## config.mk

```make
export PLATFORM = sky130hd
export DESIGN_NAME = pc_sequencer
export DESIGN_NICKNAME = d
export VERILOG_FILES = /design/src/rtl/pc_pkg.sv /design/src/rtl/pc_sequencer_sat_counter.sv /design/src/rtl/pc_sequencer.sv
export SDC_FILE = /design/constraint.sdc
export NUM_CORES = 1
export LEC_CHECK = 0
export BUFFER_PORTS_ARGS = -buffer_cell sky130_fd_sc_hd__buf_4
export CAP_MARGIN = 20
export CORE_ASPECT_RATIO = 1.1
export CORE_UTILIZATION = 50
export CTS_CLUSTER_DIAMETER = 60
export DETAILED_ROUTE_END_ITERATION = 10
export PLACE_DENSITY_LB_ADDON = 0.25
export SKIP_LAST_GASP = 1
export SLEW_MARGIN = 5
export SYNTH_ARGS = -nofsm -noshare
export SYNTH_HDL_FRONTEND = slang
export SYNTH_SLANG_ARGS = --single-unit
```

## constraint.sdc

```tcl
create_clock -name clk -period 4.85 [get_ports clk]
set_input_delay 0.97 -clock clk [delete_from_list [all_inputs] [get_ports clk]]
set_output_delay 0.97 -clock clk [all_outputs]
set_load 0.02 [all_outputs]
```

## src/rtl/pc_pkg.sv

```systemverilog
// Shared types and defaults for the fetch-stage next-PC sequencer.
package pc_pkg;
   localparam int          XLEN         = 32;
   localparam int          INSN_BYTES   = 4;
   localparam logic [31:0] RESET_VECTOR = 32'h0000_0000;

   typedef enum logic [1:0] {BOOT, RUN, HALT} pc_state_e;
endpackage

```

## src/rtl/pc_sequencer_sat_counter.sv

```systemverilog
// Saturating up-counter with synchronous clear, used for perf statistics.
module sat_counter #(
   parameter int W = 16
) (
   input  logic         clk,
   input  logic         reset,
   input  logic         inc,
   input  logic         clr,
   output logic [W-1:0] count
);
   always_ff @(posedge clk or negedge reset) begin
      if (!reset)                    count <= '0;
      else if (clr)                  count <= '0;
      else if (inc && (count != '1)) count <= count + W'(1);
   end
endmodule

```

## src/rtl/pc_sequencer.sv

```systemverilog
// Fetch-stage PC owner: boot delay, branch/jump redirect, stall hold, halt,
// pipeline flush generation and saturating stall/redirect counters.
module pc_sequencer import pc_pkg::*; #(
   parameter int              XLEN         = pc_pkg::XLEN,
   parameter logic [XLEN-1:0] RESET_VECTOR = XLEN'(pc_pkg::RESET_VECTOR),
   parameter int              BOOT_DELAY   = 2,
   parameter int              CNT_W        = 16
) (
   input  logic             clk,
   input  logic             reset,
   input  logic             stall_i,
   input  logic             imem_ready,
   input  logic             br_taken,
   input  logic [XLEN-1:0]  br_target,
   input  logic             jump,
   input  logic [XLEN-1:0]  jump_target,
   input  logic             halt_i,
   output logic [XLEN-1:0]  pc,
   output logic [XLEN-1:0]  pc_plus4,
   output logic             fetch_valid,
   output logic             flush_if_id,
   output logic             flush_id_ex,
   output logic             misalign_err,
   output logic [CNT_W-1:0] stall_cnt,
   output logic [CNT_W-1:0] redirect_cnt
);
   localparam int BW      = (BOOT_DELAY > 1) ? $clog2(BOOT_DELAY) : 1;
   localparam int BD_LAST = (BOOT_DELAY > 0) ? BOOT_DELAY - 1 : 0;

   pc_state_e       state;
   logic [BW-1:0]   boot_cnt;
   logic            run;
   logic            redirect;
   logic            hold;
   logic [XLEN-1:0] tgt;
   logic            stall_inc;
   logic            redir_inc;

   assign run      = (state == RUN);
   assign redirect = br_taken | jump;
   // Branch wins: the jumping instruction in ID is younger than the branch in EX.
   assign tgt      = br_taken ? br_target : jump_target;
   assign hold     = stall_i | ~imem_ready;

   assign pc_plus4    = pc + XLEN'(INSN_BYTES);
   assign fetch_valid = run;
   assign flush_if_id = run & redirect;
   assign flush_id_ex = run & br_taken;
   assign stall_inc   = run & ~redirect & hold;
   assign redir_inc   = run & redirect;

   always_ff @(posedge clk or negedge reset) begin
      if (!reset) begin
         state        <= BOOT;
         boot_cnt     <= '0;
         pc           <= RESET_VECTOR;
         misalign_err <= 1'b0;
      end else begin
         case (state)
            BOOT: begin
               if ((BOOT_DELAY == 0) || (boot_cnt == BW'(BD_LAST))) state <= RUN;
               else boot_cnt <= boot_cnt + BW'(1);
            end
            RUN: begin
               // Redirects are taken immediately and override any stall.
               if (redirect) begin
                  pc <= {tgt[XLEN-1:2], 2'b00};
                  if (tgt[1:0] != 2'b00) misalign_err <= 1'b1;
               end else if (!hold) begin
                  pc <= pc_plus4;
               end
               if (halt_i) state <= HALT;
            end
            HALT: ;
            default: state <= BOOT;
         endcase
      end
   end

   sat_counter #(.W(CNT_W)) u_stall_cnt (
      .clk   (clk),
      .reset (reset),
      .inc   (stall_inc),
      .clr   (1'b0),
      .count (stall_cnt)
   );

   sat_counter #(.W(CNT_W)) u_redirect_cnt (
      .clk   (clk),
      .reset (reset),
      .inc   (redir_inc),
      .clr   (1'b0),
      .count (redirect_cnt)
   );
endmodule

```

### Word-level counts from Yosys, hierarchy flattened

Index checks and enable logic that the tools add are counted.
W data, S select, Z words.

* word-level logic and storage cells: 40
* flip-flop bits (word level): 68
* output and inout bits: 100
* input bits: 71

* reductions and logical operators: 7
* add/subtract/negate cells: 4
* mux-type cells: 7
* equal/unequal tests: 7
* bitwise operators: 9

Operator list (count)
* $mux W32: 3
* $add A16 B1 Y16 const B: 2
* $add A32 B3 Y32 const B: 1
* $ne A16 B16 Y1 const B: 2
* $ne A2 B2 Y1 const B: 3
* $pmux W2 S3: 1
* $reduce_and A3 Y1: 2
* $and A1 B1 Y1: 4
* $mux W2: 2
* $not A1 Y1: 3
* $eq A2 B1 Y1 const B: 1
* $eq A2 B2 Y1 const B: 1
* $logic_and A1 B1 Y1: 2
* $logic_not A2 Y1: 1
* $or A1 B1 Y1: 2
* $reduce_and A2 Y1: 1
* $reduce_bool A2 Y1: 1
* $add A1 B1 Y1 const B: 1
* $mux W1: 1

### Longest topological paths before layout

Gate-level depths: netlist of run 1.

* depth in word-level cells: 5
* gate-level depth with buffers: 8
* mapped depth without buffers: 6

### Modules after synthesis

From an unflattened synthesis of run 1, not the netlist that was laid out.

* cells, all modules: 553
* area total of the unflattened synthesis: 4818.4 sq um

By module, submodules not included
* pc_sequencer: area an instance 2934.1 sq um, seq. area each 850.8 sq um, times used 1, cells each 357
* sat_counter: area an instance 942.2 sq um, seq. area each 400.4 sq um, times used 2, cells each 98

### Worst setup path after synthesis of run 1

Ideal clock, no wire load.

* path type: reg-to-output
* from: register pc[4]
* to: output pc_plus4[25]
* arrival time: 2.023 ns
* cell stages (with the launch flop): 7
* data required time: 3.880 ns
* path slack: 1.857 ns
* buffers on the path: 2
* cell sequence: dfrtp_1 > buf_2 > nand4_4 > or4_1 > buf_2 > nor2_1 > xor2_1

* longest elaborated chain between the ends: 1

RTL lines
* from (decl): RTL line pc_sequencer.sv:18 `output logic [XLEN-1:0] pc,`
* from (signal assigned): RTL line pc_sequencer.sv:67 `pc <= {tgt[XLEN-1:2], 2'b00};`
* from (signal assigned): RTL line pc_sequencer.sv:70 `pc <= pc_plus4;`
* $add A32 B3 Y32: RTL line pc_sequencer.sv:45 `assign pc_plus4 = pc + XLEN'(INSN_BYTES);`
* to (decl): RTL line pc_sequencer.sv:19 `output logic [XLEN-1:0] pc_plus4,`

Every way passes these cells.

### Worst setup path in the final report of run 1

* from: register pc[2]
* to: output pc_plus4[30]

The elaborated chain is that of the path after synthesis.

==> flow_summary.yaml, run 1 <==
run_status:
  status: "finished, final reports clean"
clock_tree:
  insertion_delay_ns: 0.35
  htreeDepth: 3
  cts_tree: "built"
  cts_setup_buffers: 0
  clkSlewWorstSetupHoldPaths_ns: 0.07
  cts_root_buf: "clkbuf_8"
  ctsHoldBuffers: 0
  cts_sinks: 66
  ctsLongestPathBuffers: 2
  numCtsBuffers: 9
  ctsResizeCount: 0
timing:
  relSlewSlack_pct: 31.0
  hold_viol: 0
  grt_setup_unrepaired: "no"
  whs_ns: 0.479
  finalCritPeriodShare_pct: 71.1
  tightest_slew_ns: 1.04
  finalSetupTns_ns: 0
  slew_violations: 0
  setup_viol: 0
  setup_ws_ns: 1.40
  max_freq_mhz: 290
  clock_skew_ns: 0.0106
  period_needed_ns: 3.45
yosys:
  syn_area_mm2: 0.00454
  synthArstFlopShare_pct: 100
  syn_inst: 522
  yosysTopAreaCell: "dfrtp_1"
  synthFlopType: "dfrtp_1"
  ys_top_cells_by_area: "dfrtp_1, xor2_1, xnor2_1"
  synth_edf_count: 0
  synth.yosys.seq_area_share_pct: 36.4
  synth-warning-count: 0
  synth_top_area_share_pct: 36.4
  yosysMostFrequentCell: "dfrtp_1"
  ys_top_cells_by_count: "dfrtp_1, nand2_1, nor2_1"
  ys_ff_latch: 66
  synthDistinctLibCells: 64
  avgSynthCellArea_um2: 8.69
global_route:
  antenna_found_initial: 0
  grt_pass1_vias: 4310
  gr-total-overflow: 0
  grt_max_degree: 67
  grt_first_pass_wirelength_mm: 21.2
  track_usage_pct: 28.5
placed_design:
  dpl_cell_area_mm2: 0.00578
  port_buffers: 166
  gp_congestion: 0.858
  dp.cells: 765
  hpwl_mm: 9.74
  pre_cts_ws_ns: 1.59
setup_path:
  arrival_ns: 2.48
  start_kind: "flip-flop"
  worstPathRequired_ns: 3.88
  rr_worst_depth: 5
  cp_max_fo: 15
  critPathKind: "flip-flop to primary output"
  reg2reg_to: "pc[29]"
  end_kind: "primary output"
  reg2reg_from: "state[1]"
  rrSetupSlack_ns: 2.37
layout:
  post-route-util_pct: 67.9
  area_growth_syn_to_layout_pct: 32.2
  fin_area_mm2: 0.00599
  final_cells: 780
  drive_above_1_share_pct: 29.4
  nets: 736
  antenna_cells: 0
  nFillCells: 751
routing:
  drc_errors: 0
  wl_per_cell_um: 17.5
  routed_wl_mm: 13.6
  vias: 4693
  antenna_left: 0
  drtIter0Drc: 394
  vias_per_cell: 6.02
  firstDrtPassIters: 7
floorplanning:
  design.die.area_mm2: 0.00946
  initial_utilization_pct: 51.4
  die_h_um: 102
  die_x_um: 92.8
  core_region_area_mm2: 0.00883
  io-pin-count: 171
  row_count: 36
power:
  p_leak_nw: 2.68
  power_density_mw_per_mm2: 556
  peakVddDrop_mv: 0.338
  finalPower_mw: 3.33
worst_hold_path:
  worst_hold_path_type: "flip-flop to flip-flop"
  holdPathStages: 1
  hold_end: "misalign_err"
  hp-start: "misalign_err"
flow_run:
  maxCapViolCount: 0
layout by cell type, fill, tap and decap left out, types with 8 or more instances in the layout:
cell type  synthesis  final
buf_4              4    168
dfrtp_1           66     66
nand2_1           38     38
nor2_1            36     36
xor2_1            28     28
nand3_1           27     27
xnor2_1           26     26
nand4_1           24     24
a21oi_1           22     21
inv_1             17     17
nor3_1            17     17
nor4_1            16     16
o21ai_0           16     16
a22o_1            13     13
mux2i_1           13     13
o211ai_1          11     11
a211oi_1           9      9
clkbuf_8           0      9
o2bb2ai_1          8      8
report_power, final:
| part | switching (mW) | leakage (nW) | internal, mW |
|---|---|---|---|
| Combinational | 0.989 | 1.78 | 0.746 |
| Clock | 0.226 | 0.102 | 0.288 |
| Sequential | 0.360 | 0.802 | 0.724 |
flip-flops by register name, summed over array words and instances (netlist names):
name,cells
boot_cnt,1
misalign_err,1
pc,30
state,2
u_redirect_cnt.count,16
u_stall_cnt.count,16
per-layer routing:
layer,GRT usage (%),part of all wire (%),vias up
met5,0,0,-
met2,47.3,49,224
met1,38.4,41,2245
met4,9.59,1.6,0
met3,4.39,7.8,23
li1,-,-,2201
worst max-delay path, cell delays in order (launching register included):
cell and delay [ns]:
dfrtp_1 0.45, ha_1 0.32, and3_1 0.22, and4_1 0.56, nand3_1 0.23, xnor2_1 0.19
buf_4 0.16
kinds of logic after synthesis:
logic type | count (synthesis) | synth area share, %
XOR/XNOR | 54 | 10.4
buffers and inverters | 60 | 5.68
AND/OR/NAND/NOR | 213 | 26.1
multiplexers | 15 | 3.37
adder cells (fa/ha/maj) | 3 | 0.828
flip-flops | 66 | 36.4
other | 1 | 0.0827
AO/OA/AOI/OAI | 110 | 17.1
worst max-delay path by stage:
stage	startpoint	to	slack [ns]	cells past startpoint
6_report	pc[2]	pc_plus4[30]	1.40	6
3_3_place_gp	br_taken	pc[29]	1.61	6
3_5_place_dp	br_taken	pc[29]	1.59	6
2_1_floorplan	pc[4]	pc_plus4[25]	1.86	6
5_1_grt	pc[2]	pc_plus4[18]	1.24	6
4_1_cts	pc[2]	pc_plus4[30]	1.41	6
area by class of cell:
cell class	count	area, um^2	share of cell area [%]
Clock buffer	9	124	2.07
Clock inverter	6	92.6	1.54
Inverter	18	67.6	1.13
Multi-Input combinational cell	399	2660	44.3
Sequential cell	66	1650	27.6
Tap cell	114	143	2.38
Timing Repair Buffer	168	1260	21.0
Note: power is estimated with default switching activity, not from simulation.
==> run 2, diff against run 1 <==
Clock period 4.85 ns to 3.3 ns, I/O delays scaled along.
==> run 2 against run 1 <==
Against the previous run: critical path depth decreased by 1; worst hold slack worse by 0.079 ns; combinational power up 49%; die area unchanged; global-route usage is 1.1 points higher; register-to-register slack lost 1.3 ns; critical endpoint is now pc_plus4[27]; largest cell class unchanged.
==> flow_summary.yaml, run 2 (synthesis results as in run 1) <==
layout:
  register_area_mm2: 0.00165
  antenna_cells: 0
  final_cell_mix: "buf_4, dfrtp_1, nand2_1, nor2_1, xor2_1"
  reg_top3: "pc (30), u_redirect_cnt.count (16), u_stall_cnt.count (16)"
  nFillCells: 746
  area_growth_syn_to_layout_pct: 32.6
  mostFrequentLayoutCell: "buf_4"
  multi_input_area_mm2: 0.00266
  fin_area_mm2: 0.00601
  largest_reg_flops: 30
  largest-register: "pc"
  final_cells: 783
  drive_above_1_share_pct: 29.6
  nets: 738
setup_path:
  critPathKind: "flip-flop to primary output"
  worstPathRequired_ns: 2.64
  reg2reg_to: "pc[7]"
  end_kind: "primary output"
  rrSetupSlack_ns: 1.05
  rr_worst_depth: 6
  cp_max_fo: 10
  reg2reg_from: "state[1]"
  start_kind: "flip-flop"
  arrival_ns: 2.44
global_route:
  grt_max_degree: 67
  antenna_found_initial: 0
  grt_pass1_vias: 4473
  track_usage_pct: 29.7
  gr-total-overflow: 0
  grt_first_pass_wirelength_mm: 22.2
clock_tree:
  htreeDepth: 3
  cts_root_buf: "clkbuf_8"
  cts_tree: "built"
  ctsLongestPathBuffers: 2
  cts_setup_buffers: 0
  ctsHoldBuffers: 0
  insertion_delay_ns: 0.35
  cts_sinks: 66
  ctsResizeCount: 0
  numCtsBuffers: 9
  clkSlewWorstSetupHoldPaths_ns: 0.08
routing:
  firstDrtPassIters: 6
  wl_met2_mm: 6.93
  top_layer: "met4"
  wl_met3_mm: 1.10
  wl_met1_mm: 5.71
  vias: 4761
  wl_per_cell_um: 18.0
  drc_errors: 0
  routed_wl_mm: 14.1
  antenna_left: 0
  vias_per_cell: 6.08
  drtIter0Drc: 326
power:
  power_density_mw_per_mm2: 821
  p_leak_nw: 2.70
  peakVddDrop_mv: 0.555
  finalPower_mw: 4.93
worst_hold_path:
  worst_hold_path_type: "primary input to asynchronous set/reset pin"
timing:
  whs_ns: 0.399
  max_freq_mhz: 323
  slew_violations: 0
  finalCritPeriodShare_pct: 93.8
  setup_viol: 0
  tightest_slew_ns: 1.05
  period_needed_ns: 3.10
  finalSetupTns_ns: 0
  clock_skew_ns: 0.00927
  hold_viol: 0
  relSlewSlack_pct: 29.7
  grt_setup_unrepaired: "no"
floorplanning:
  design.die.area_mm2: 0.00946
  die_h_um: 102
  core_region_area_mm2: 0.00883
  die_x_um: 92.8
  initial_utilization_pct: 51.4
  row_count: 36
  io-pin-count: 171
placed_design:
  dp.cells: 767
  hpwl_mm: 10.1
  gp_congestion: 0.859
  port_buffers: 166
  dpl_cell_area_mm2: 0.00579
run_status:
  status: "finished, final reports clean"
flow_run:
  maxCapViolCount: 0
-- run 2: stage by stage --
stage / setup WS, ns / utilization, %
2_1_floorplan: 0.617 / -
3_3_place_gp: 0.654 / 65.6
3_5_place_dp: 0.618 / 65.6
4_1_cts: 0.227 / 68.1
5_1_grt: 0.0139 / 68.1
6_report: 0.205 / 68.1
-- run 2: report_power, final --
| part | internal, mW | switching, mW |
|---|---|---|
| clock network | 0.428 | 0.338 |
| registers | 1.06 | 0.522 |
| logic | 1.11 | 1.47 |
-- run 2: how the worst max path moves through the flow --
stage / startpoint / endpoint / slack [ns] / depth (start not counted)
floorplan: pc[4] / pc_plus4[25] / 0.62 / 6
global placement: pc[5] / pc_plus4[23] / 0.65 / 5
detailed placement: pc[5] / pc_plus4[23] / 0.62 / 5
CTS: pc[5] / pc_plus4[23] / 0.23 / 5
global route: pc[2] / pc_plus4[30] / 0.01 / 6
finish: pc[4] / pc_plus4[27] / 0.20 / 5
-- run 2: cell type report --
class / instances / area share, %
multi-input cells: 399 / 44.2
well taps: 114 / 2.37
clock inverters: 6 / 1.52
inverters: 18 / 1.12
clock buffers: 10 / 2.12
repair buffers: 170 / 21.2
flip-flops and latches: 66 / 27.5
-- run 2: per-layer routing --
metal / up-vias / track usage, %
met2: 212 / 48.0
met3: 31 / 6.40
li1: 2206 / -
met4: 0 / 12.0
met1: 2312 / 38.9
met5: - / 0
-- run 2: worst max-delay path, cell delays in order, from the launching register on --
cell	delay, ns
dfrtp_1	0.53
nand4_4	0.21
nor4_4	0.63
nand3_1	0.24
xnor2_1	0.28
buf_4	0.19
==> run 3, diff against run 2 <==
Settings changed: MAX_ROUTING_LAYER set to met4.
==> run 3 against run 2 <==
Against the previous run: maximum frequency about the same; critical path depth is the same; largest power group unchanged; sequential share of layout area stayed put; clock power barely moved; sequential cell count unchanged; worst setup slack got worse by 0.00068 ns; critical endpoint unchanged; total power hardly changed; largest cell class unchanged; cell area unchanged; wire length is 0.23% higher.
==> flow_summary.yaml, run 3 (synthesis results as in run 1) <==
run_status:
  status: "finished, final reports clean"
floorplanning:
  io-pin-count: 171
  die_x_um: 92.8
  row_count: 36
  core_region_area_mm2: 0.00883
  initial_utilization_pct: 51.4
  die_h_um: 102
  design.die.area_mm2: 0.00946
routing:
  wl_per_cell_um: 18.0
  drc_errors: 0
  firstDrtPassIters: 6
  antenna_left: 0
  routed_wl_mm: 14.1
  drtIter0Drc: 286
  vias: 4801
  vias_per_cell: 6.13
timing:
  tightest_slew_ns: 1.07
  slew_violations: 0
  finalSetupTns_ns: 0
  finalCritPeriodShare_pct: 93.8
  whs_ns: 0.404
  relSlewSlack_pct: 28.2
  clock_skew_ns: 0.00772
  grt_setup_unrepaired: "no"
  setup_viol: 0
  hold_viol: 0
  period_needed_ns: 3.10
  max_freq_mhz: 323
global_route:
  grt_pass1_vias: 4473
  grt_first_pass_wirelength_mm: 22.2
  antenna_found_initial: 0
  track_usage_pct: 30.6
  gr-total-overflow: 0
  grt_max_degree: 67
clock_tree:
  cts_setup_buffers: 0
  cts_tree: "built"
  ctsHoldBuffers: 0
  htreeDepth: 3
  cts_root_buf: "clkbuf_8"
  cts_sinks: 66
  ctsResizeCount: 0
  ctsLongestPathBuffers: 2
  insertion_delay_ns: 0.35
  numCtsBuffers: 9
  clkSlewWorstSetupHoldPaths_ns: 0.08
placed_design:
  port_buffers: 166
  hpwl_mm: 10.1
  dpl_cell_area_mm2: 0.00579
  gp_congestion: 0.873
setup_path:
  end_kind: "primary output"
  arrival_ns: 2.44
  rrSetupSlack_ns: 1.04
  worstPathRequired_ns: 2.64
  start_kind: "flip-flop"
  reg2reg_from: "pc[4]"
  cp_max_fo: 10
  rr_worst_depth: 4
  critPathKind: "flip-flop to primary output"
  reg2reg_to: "pc[27]"
power:
  peakVddDrop_mv: 0.552
  power_density_mw_per_mm2: 821
  p_leak_nw: 2.70
  finalPower_mw: 4.93
layout:
  final_cell_mix: "buf_4, dfrtp_1, nand2_1, nor2_1, xor2_1"
  antenna_cells: 0
  largest_reg_flops: 30
  reg_top3: "pc (30), u_redirect_cnt.count (16), u_stall_cnt.count (16)"
  nFillCells: 746
  area_growth_syn_to_layout_pct: 32.6
  post-route-util_pct: 68.1
  mostFrequentLayoutCell: "buf_4"
  fin_area_mm2: 0.00601
  nets: 738
  largest-register: "pc"
  drive_above_1_share_pct: 29.6
flow_run:
  maxCapViolCount: 0
worst_hold_path:
  worst_hold_path_type: "primary input to asynchronous set/reset pin"
run 3: worst max path at each step:
stage / start / to / slack [ns] / cells after the start
finish: pc[2] / pc_plus4[27] / 0.20 / 5
global route: pc[2] / pc_plus4[30] / 0.02 / 6
CTS: pc[5] / pc_plus4[23] / 0.23 / 5
detailed placement: pc[5] / pc_plus4[23] / 0.62 / 5
global placement: pc[5] / pc_plus4[23] / 0.65 / 5
floorplan: pc[4] / pc_plus4[25] / 0.62 / 6
run 3: power breakdown:
part	switching (mW)	total (mW)	internal, mW
sequential	0.524	1.59	1.06
combinational	1.47	2.58	1.11
clock	0.334	0.763	0.428
run 3: per-layer routing:
| metal | wire length, um | track usage (%) | up-vias |
|---|---|---|---|
| met5 | 0 | - | - |
| met4 | 314 | 12.0 | 0 |
| met3 | 1130 | 6.32 | 34 |
| met2 | 7040 | 48.2 | 240 |
| met1 | 5630 | 38.7 | 2322 |
| li1 | - | - | 2205 |
run 3: area by class of cell:
| class | instances | area, um^2 | share of cell area, % |
|---|---|---|---|
| tap | 114 | 143 | 2.37 |
| clock inverter | 6 | 91.3 | 1.52 |
| multi-input combinational | 399 | 2660 | 44.2 |
| clock buffer | 10 | 128 | 2.12 |
| inverter | 18 | 67.6 | 1.12 |
| sequential | 66 | 1650 | 27.5 |
| timing repair buffer | 170 | 1280 | 21.2 |
run 3: worst max-delay path: stages (launching register included):
cell	delay [ns]
dfrtp_1	0.48
nand3_1	0.27
nor4_4	0.63
nand3_1	0.24
xnor2_1	0.28
buf_4	0.19
run 3: through the flow:
stage / std cells / worst slack (ns)
6_report: 783 / 0.204
5_1_grt: 783 / 0.0193
4_1_cts: 783 / 0.227
3_5_place_dp: 767 / 0.618
3_3_place_gp: 767 / 0.654
2_1_floorplan: 525 / 0.617
